## config.mk

```make
export PLATFORM = sky130hd
export DESIGN_NAME = prince_host_if
export DESIGN_NICKNAME = d
export VERILOG_FILES = /design/src/rtl/prince_host_if.sv
export SDC_FILE = /design/constraint.sdc
export NUM_CORES = 1
export LEC_CHECK = 0
export BUFFER_PORTS_ARGS = -buffer_cell sky130_fd_sc_hd__clkbuf_2
export CAP_MARGIN = 20
export CORE_ASPECT_RATIO = 0.5
export CORE_MARGIN = 2
export CORE_UTILIZATION = 30
export CTS_CLUSTER_SIZE = 14
export DETAILED_ROUTE_END_ITERATION = 10
export PLACE_DENSITY = 0.59
export SETUP_SLACK_MARGIN = 0.2
export SYNTH_ARGS = -nofsm -noshare
export SYNTH_HDL_FRONTEND = slang
export SYNTH_SLANG_ARGS = --single-unit
```

## constraint.sdc

```tcl
create_clock -name clk -period 2.98 [get_ports clk]
set_input_delay 0.596 -clock clk [delete_from_list [all_inputs] [get_ports clk]]
set_output_delay 0.596 -clock clk [all_outputs]
set_load 0.01 [all_outputs]
```

## src/rtl/prince_host_if.sv

```systemverilog
// Host valid/ready wrapper for round-based PRINCE: accept -> start pulse -> wait act low -> hold result; 13 cycles accept to out_valid, 14-cycle throughput.
// One job in flight, in_ready low until the result is taken; PRINCE_IF_TIMEOUT_EN adds a RUN watchdog that sets sticky err.
module prince_host_if #(
  parameter int TIMEOUT_CYC = 16
) (
  input  logic         clk,
  input  logic         rstn,
  input  logic         in_valid,
  output logic         in_ready,
  input  logic [63:0]  in_pt,
  input  logic [127:0] in_key,
  input  logic         in_dec,
  output logic         core_st,
  input  logic         core_act,
  output logic [63:0]  core_pt,
  output logic [127:0] core_key,
  output logic         core_dec,
  input  logic [63:0]  core_ct,
  output logic         out_valid,
  input  logic         out_ready,
  output logic [63:0]  out_ct,
  output logic         err
);

  typedef enum logic [1:0] {IDLE, START, RUN, HOLD} state_t;
  state_t state;

  if (TIMEOUT_CYC < 1) begin : g_bad_timeout
    $error("TIMEOUT_CYC must be at least 1");
  end

  // The controller has no reset, so a stale act from an aborted run must block new jobs.
  assign in_ready = rstn && (state == IDLE) && !core_act;

`ifdef PRINCE_IF_TIMEOUT_EN
  localparam int CW = $clog2(TIMEOUT_CYC + 1);
  logic [CW-1:0] run_cnt;
`else
  assign err = 1'b0;
`endif

  always_ff @(posedge clk or negedge rstn) begin
    if (!rstn) begin
      state     <= IDLE;
      core_st   <= 1'b0;
      core_pt   <= '0;
      core_key  <= '0;
      core_dec  <= 1'b0;
      out_valid <= 1'b0;
      out_ct    <= '0;
`ifdef PRINCE_IF_TIMEOUT_EN
      run_cnt   <= '0;
      err       <= 1'b0;
`endif
    end else begin
      case (state)
        IDLE: begin
          if (in_valid && in_ready) begin
            core_pt  <= in_pt;
            core_key <= in_key;
            core_dec <= in_dec;
            core_st  <= 1'b1;
            state    <= START;
          end
        end
        START: begin
          core_st <= 1'b0;
          state   <= RUN;
`ifdef PRINCE_IF_TIMEOUT_EN
          run_cnt <= '0;
`endif
        end
        RUN: begin
          if (!core_act) begin
            out_ct    <= core_ct;
            out_valid <= 1'b1;
            state     <= HOLD;
          end
`ifdef PRINCE_IF_TIMEOUT_EN
          // run_cnt counts completed RUN cycles; this one is number run_cnt+1.
          else if (run_cnt >= CW'(TIMEOUT_CYC - 1)) begin
            err   <= 1'b1;
            state <= IDLE;
          end else if (run_cnt != '1) begin
            run_cnt <= run_cnt + 1'b1;
          end
`endif
        end
        HOLD: begin
          if (out_ready) begin
            out_valid <= 1'b0;
            state     <= IDLE;
          end
        end
        default: state <= IDLE;
      endcase
    end
  end

endmodule

```

Word level (Yosys, flattened, before mapping)
Cells that the tools add are included.
- flip-flop bits (word level): 261
- input bits: 262
- output and inout bits: 261
- word-level logic and storage cells: 35
- eq/ne operators: 6
- mux-type cells: 9
- bitwise gates (word level): 1
- reductions and logical operators: 12
- operators by type and width (kind ; count):
    one-hot mux 2 bit (4 select lines) ; 1
    two-way mux 2 bit ; 3
    AND reduction 2 bit ; 3
    AND reduction 3 bit ; 2
    == test 2 bit (second input constant) ; 2
    != test 2 bit (second input constant) ; 2
    one-hot mux 1 bit (2 select lines) ; 2
    nonzero test 2 bit ; 2
    logical AND 1 bit ; 3
    two-way mux 1 bit ; 3
    == test 2 x 1 -> 1 bit (second input constant) ; 1
    logical NOT 2 bit ; 1
    != test 2 x 1 -> 1 bit (second input constant) ; 1
    logical NOT 1 bit ; 1
    inverter 1 bit ; 1

Longest topological paths before layout
- depth after elaboration: 6
- mapped depth: 7
- depth with buffers taken out: 5

Worst setup path after synthesis
No wires, ideal clock.
- path kind: reg2reg
- start: register state[0]
- end: register state[1]
- library setup time: 127 ps
- arrival: 1548 ps
- required time: 2853 ps
- setup slack: 1305 ps
- cell stages (with the launch flop): 6
- buffers on the path: 0
- clock period less this slack: 1675 ps
- cells stage by stage: dfrtp_1 -> inv_1 -> ha_1 -> nand4b_4 -> a222oi_1 -> mux2_1
- cells in the longest elaborated chain, start to end: 6
- elaborated cells between the ends (all ways): 12
- those cells by class: eq/ne (6); mux (1); reduce/logical (5)
- ends and longest elaborated chain (what ; line ; text):
    from (decl) ; 26 ; state_t state;
    from (signal assigned) ; 44 ; state <= IDLE;
    from (signal assigned) ; 63 ; state <= START;
    from (signal assigned) ; 68 ; state <= RUN;
    logical NOT 2 bit ; 33, 56 ;
    logical AND 1 bit (2 in series) ; 33 ; assign in_ready = rstn && (state == IDLE) && !core_act;
    logical AND 1 bit ; 58 ; if (in_valid && in_ready) begin
    != test 2 x 1 -> 1 bit (no line) ; n/a ;
    AND reduction 3 bit (no line) ; n/a ;
Parallel ways exist; a longest one is shown, timed or not.
A chain may end at the register's enable or synchronous reset.

Worst setup path in the final report
- start: input rstn
- end: output in_ready
- cells in the longest elaborated chain, start to end: 2
- ends and longest elaborated chain (what ; line ; text):
    from (decl) ; 7 ; input logic rstn,
    logical AND 1 bit (2 in series) ; 33 ;
    to (decl) ; 9 ; output logic in_ready,
Every way passes these cells.

==> run metrics <==
routed len/inst=19.11 um; Area growth, synth to finish=40.78%; Initial Utilization=0.3073; number of global-route vias before repair=7,395; Seq/Total Area, Yosys=0.6665; number of port buffers=521; fin nets=1,365; Post-Syn Area per Cell=17.19 sq um; fraction of layout cells with a size suffix above 1=0.7449; Yosys cell types=18; Req. time, crit path=2.38 ns; Max Slew Vio Count=0; Tot GR Track Use=0.1692; P_leak=0.007115 uW; TritonCTS sink count=261; Die H=131.8 um; Core Box Area=~32,000 sq um; worst hold path type=in2reg; crit path kind=in2out; final worst path period need=approximately 2.4 ns; Core Rows=46; setup bufs post-CTS=0; PwrDens=1114 nW/um^2; Reg area=about 6500 sq um; RSZ-0062 raised after global routing=no; grt ovf=0; Slew @ Worst Pin=0.9763 ns; Fillers=3,006; Tot Pwr=15,370 uW; detailed-placement wirelength estimate=~23 mm; top-area cell type share of the netlist area=0.6665; most common cell after layout, fill and taps aside=clkbuf_2; area leader, netlist=dfrtp_1; initial antenna violation count=2; GP Congestion=0.9503; maxcap violations=0; die area=34,210 sq um; kind of end point of the critical path=output pin; DRC=0; count of final hold-check violations=0; die width=259.6 um; drt via density=around 4.3; first-pass GRT wire length=roughly 45 mm; maximum clock rate=0.4189 GHz; pre-CTS WS=0.9598 ns; area of the multi-input gates=3077 sq um; syn_nets=837; final setup margin=around 0.59 ns; maximum vdd ir drop=609.9 uV; synth warn=0; final critical-path share of the clock period=0.8011; pin count of the biggest net entering global routing=113; most frequent cells in the layout=clkbuf_2, dfrtp_1, mux2_2, clkbuf_16, clkbuf_8; status=finished, final reports clean; Crit path arrival time=~1.8 ns; Worst Path Max Fanout=29; Mapped Area=9799 sq um; synth top area cells=dfrtp_1, mux2_2, buf_4, ha_1, buf_2; Num CTS Buffers=26; htree depth=1; Max-slew headroom=0.3491; antenna viol nets, final=0; wirelength, routed=29.61 mm; # setup viols final=0; drt first pass iters=4; clock-pin slew on the worst setup and hold paths=about 0.070 ns; Yosys reg bits=261; routed vias=6,700; Cells after Synth=570; 1st-iter DRT viols=around 250; clk_skew=0.005769 ns; crit path launch type=primary input; clk_lat worst skew=between 0.5 and 0.6 ns; Antenna Cells=0; total negative slack=0 ns; clk root buf=clkbuf_16; clock buffer depth=3; CTS tree=done; I/O pin cnt=523
[layout make-up]
class / count / area share
Multi-Input combinational cell: 277 / 0.2230
Tap cell: 432 / 0.03918
Clock inverter: 10 / 0.008163
Clock buffer: 37 / 0.05750
Inverter: 3 / 0.0008163
Sequential cell: 261 / 0.4734
Timing Repair Buffer: 529 / 0.1979
[worst paths after layout]
check,slack (ns),to,startpoint,cells after the start
worst max-delay path,0.59,in_ready,rstn,4
worst min-delay path,0.29,core_pt[42],in_pt[42],2
worst max register to register,0.96,out_ct[41],state[0],5
worst min register to register,0.50,out_ct[44],out_ct[44],1
max in group asynchronous,1.24,core_key[123],rstn,3
min in group asynchronous,0.50,out_ct[15],rstn,2
[critical path, cell delays in order]
cell and delay, ns:
dlygate4sd3_1 0.56, buf_8 0.24, and3b_1 0.23, clkbuf_2 0.16
[metrics by stage]
step                  util  cells  hold WS, ns  instance area, sq um
finish              0.4327   1549       0.2903                 13800
global route        0.4327   1549       0.2590                 13800
CTS                 0.4327   1549       0.2536                 13800
detailed placement  0.4039   1501       0.4613                 12880
global placement    0.4039   1501       0.4553                 12880
floorplan                -    570       0.3004                  9799
[Yosys cell counts, drive strengths merged]
cell    count
ha          5
inv         3
mux2      258
nand4b      1
o21ai       1
a21oi       2
and3b       1
nor2b       1
conb        1
mux2i       1
nand2       3
nor2        1
a222oi      1
a22o        1
dfrtp     261
buf        29
[report_power, final]
group / leakage (uW) / total (uW) / switching (uW) / internal, uW
Combinational: 0.00351 / 5520 / 2690 / 2830
Clock: 0.000445 / 3450 / 1420 / 2030
Sequential: 0.00316 / 6400 / 1050 / 5360
[metal layers]
| layer | GRT usage | vias to the layer above | part of all wire | wire length (um) |
|---|---|---|---|---|
| met5 | 0 | - | 0 | 0 |
| met4 | 0.05140 | 0 | 0.031 | 928 |
| met3 | 0.03172 | 63 | 0.044 | 1307 |
| met2 | 0.3136 | 146 | 0.54 | 16080 |
| met1 | 0.1978 | 3430 | 0.38 | 11290 |
| li1 | - | 3061 | - | - |
[state kept, by name, summed over array words and instances, names as in the netlist]
signal and cells:
core_dec 1, core_key 128, core_pt 64, core_st 1
out_ct 64, out_valid 1, state 2
[cell families (layout without fill, tap and decap cells)]
kind of cell,count (synthesis),after routing,synth area share
flops,261,261,0.6665
mux,259,259,0.2975
buf+inv,32,579,0.02030
simple gates,7,7,0.005490
fa+ha+maj,5,5,0.006384
compound gates,5,5,0.003447
other cells,1,1,0.0003827
[timing repair]
action,4_1_cts,5_1_grt
hold endpoints to repair,24,0
resized for setup,0,0
hold buffers,1,0
Power figures use the tool's default switching activity.
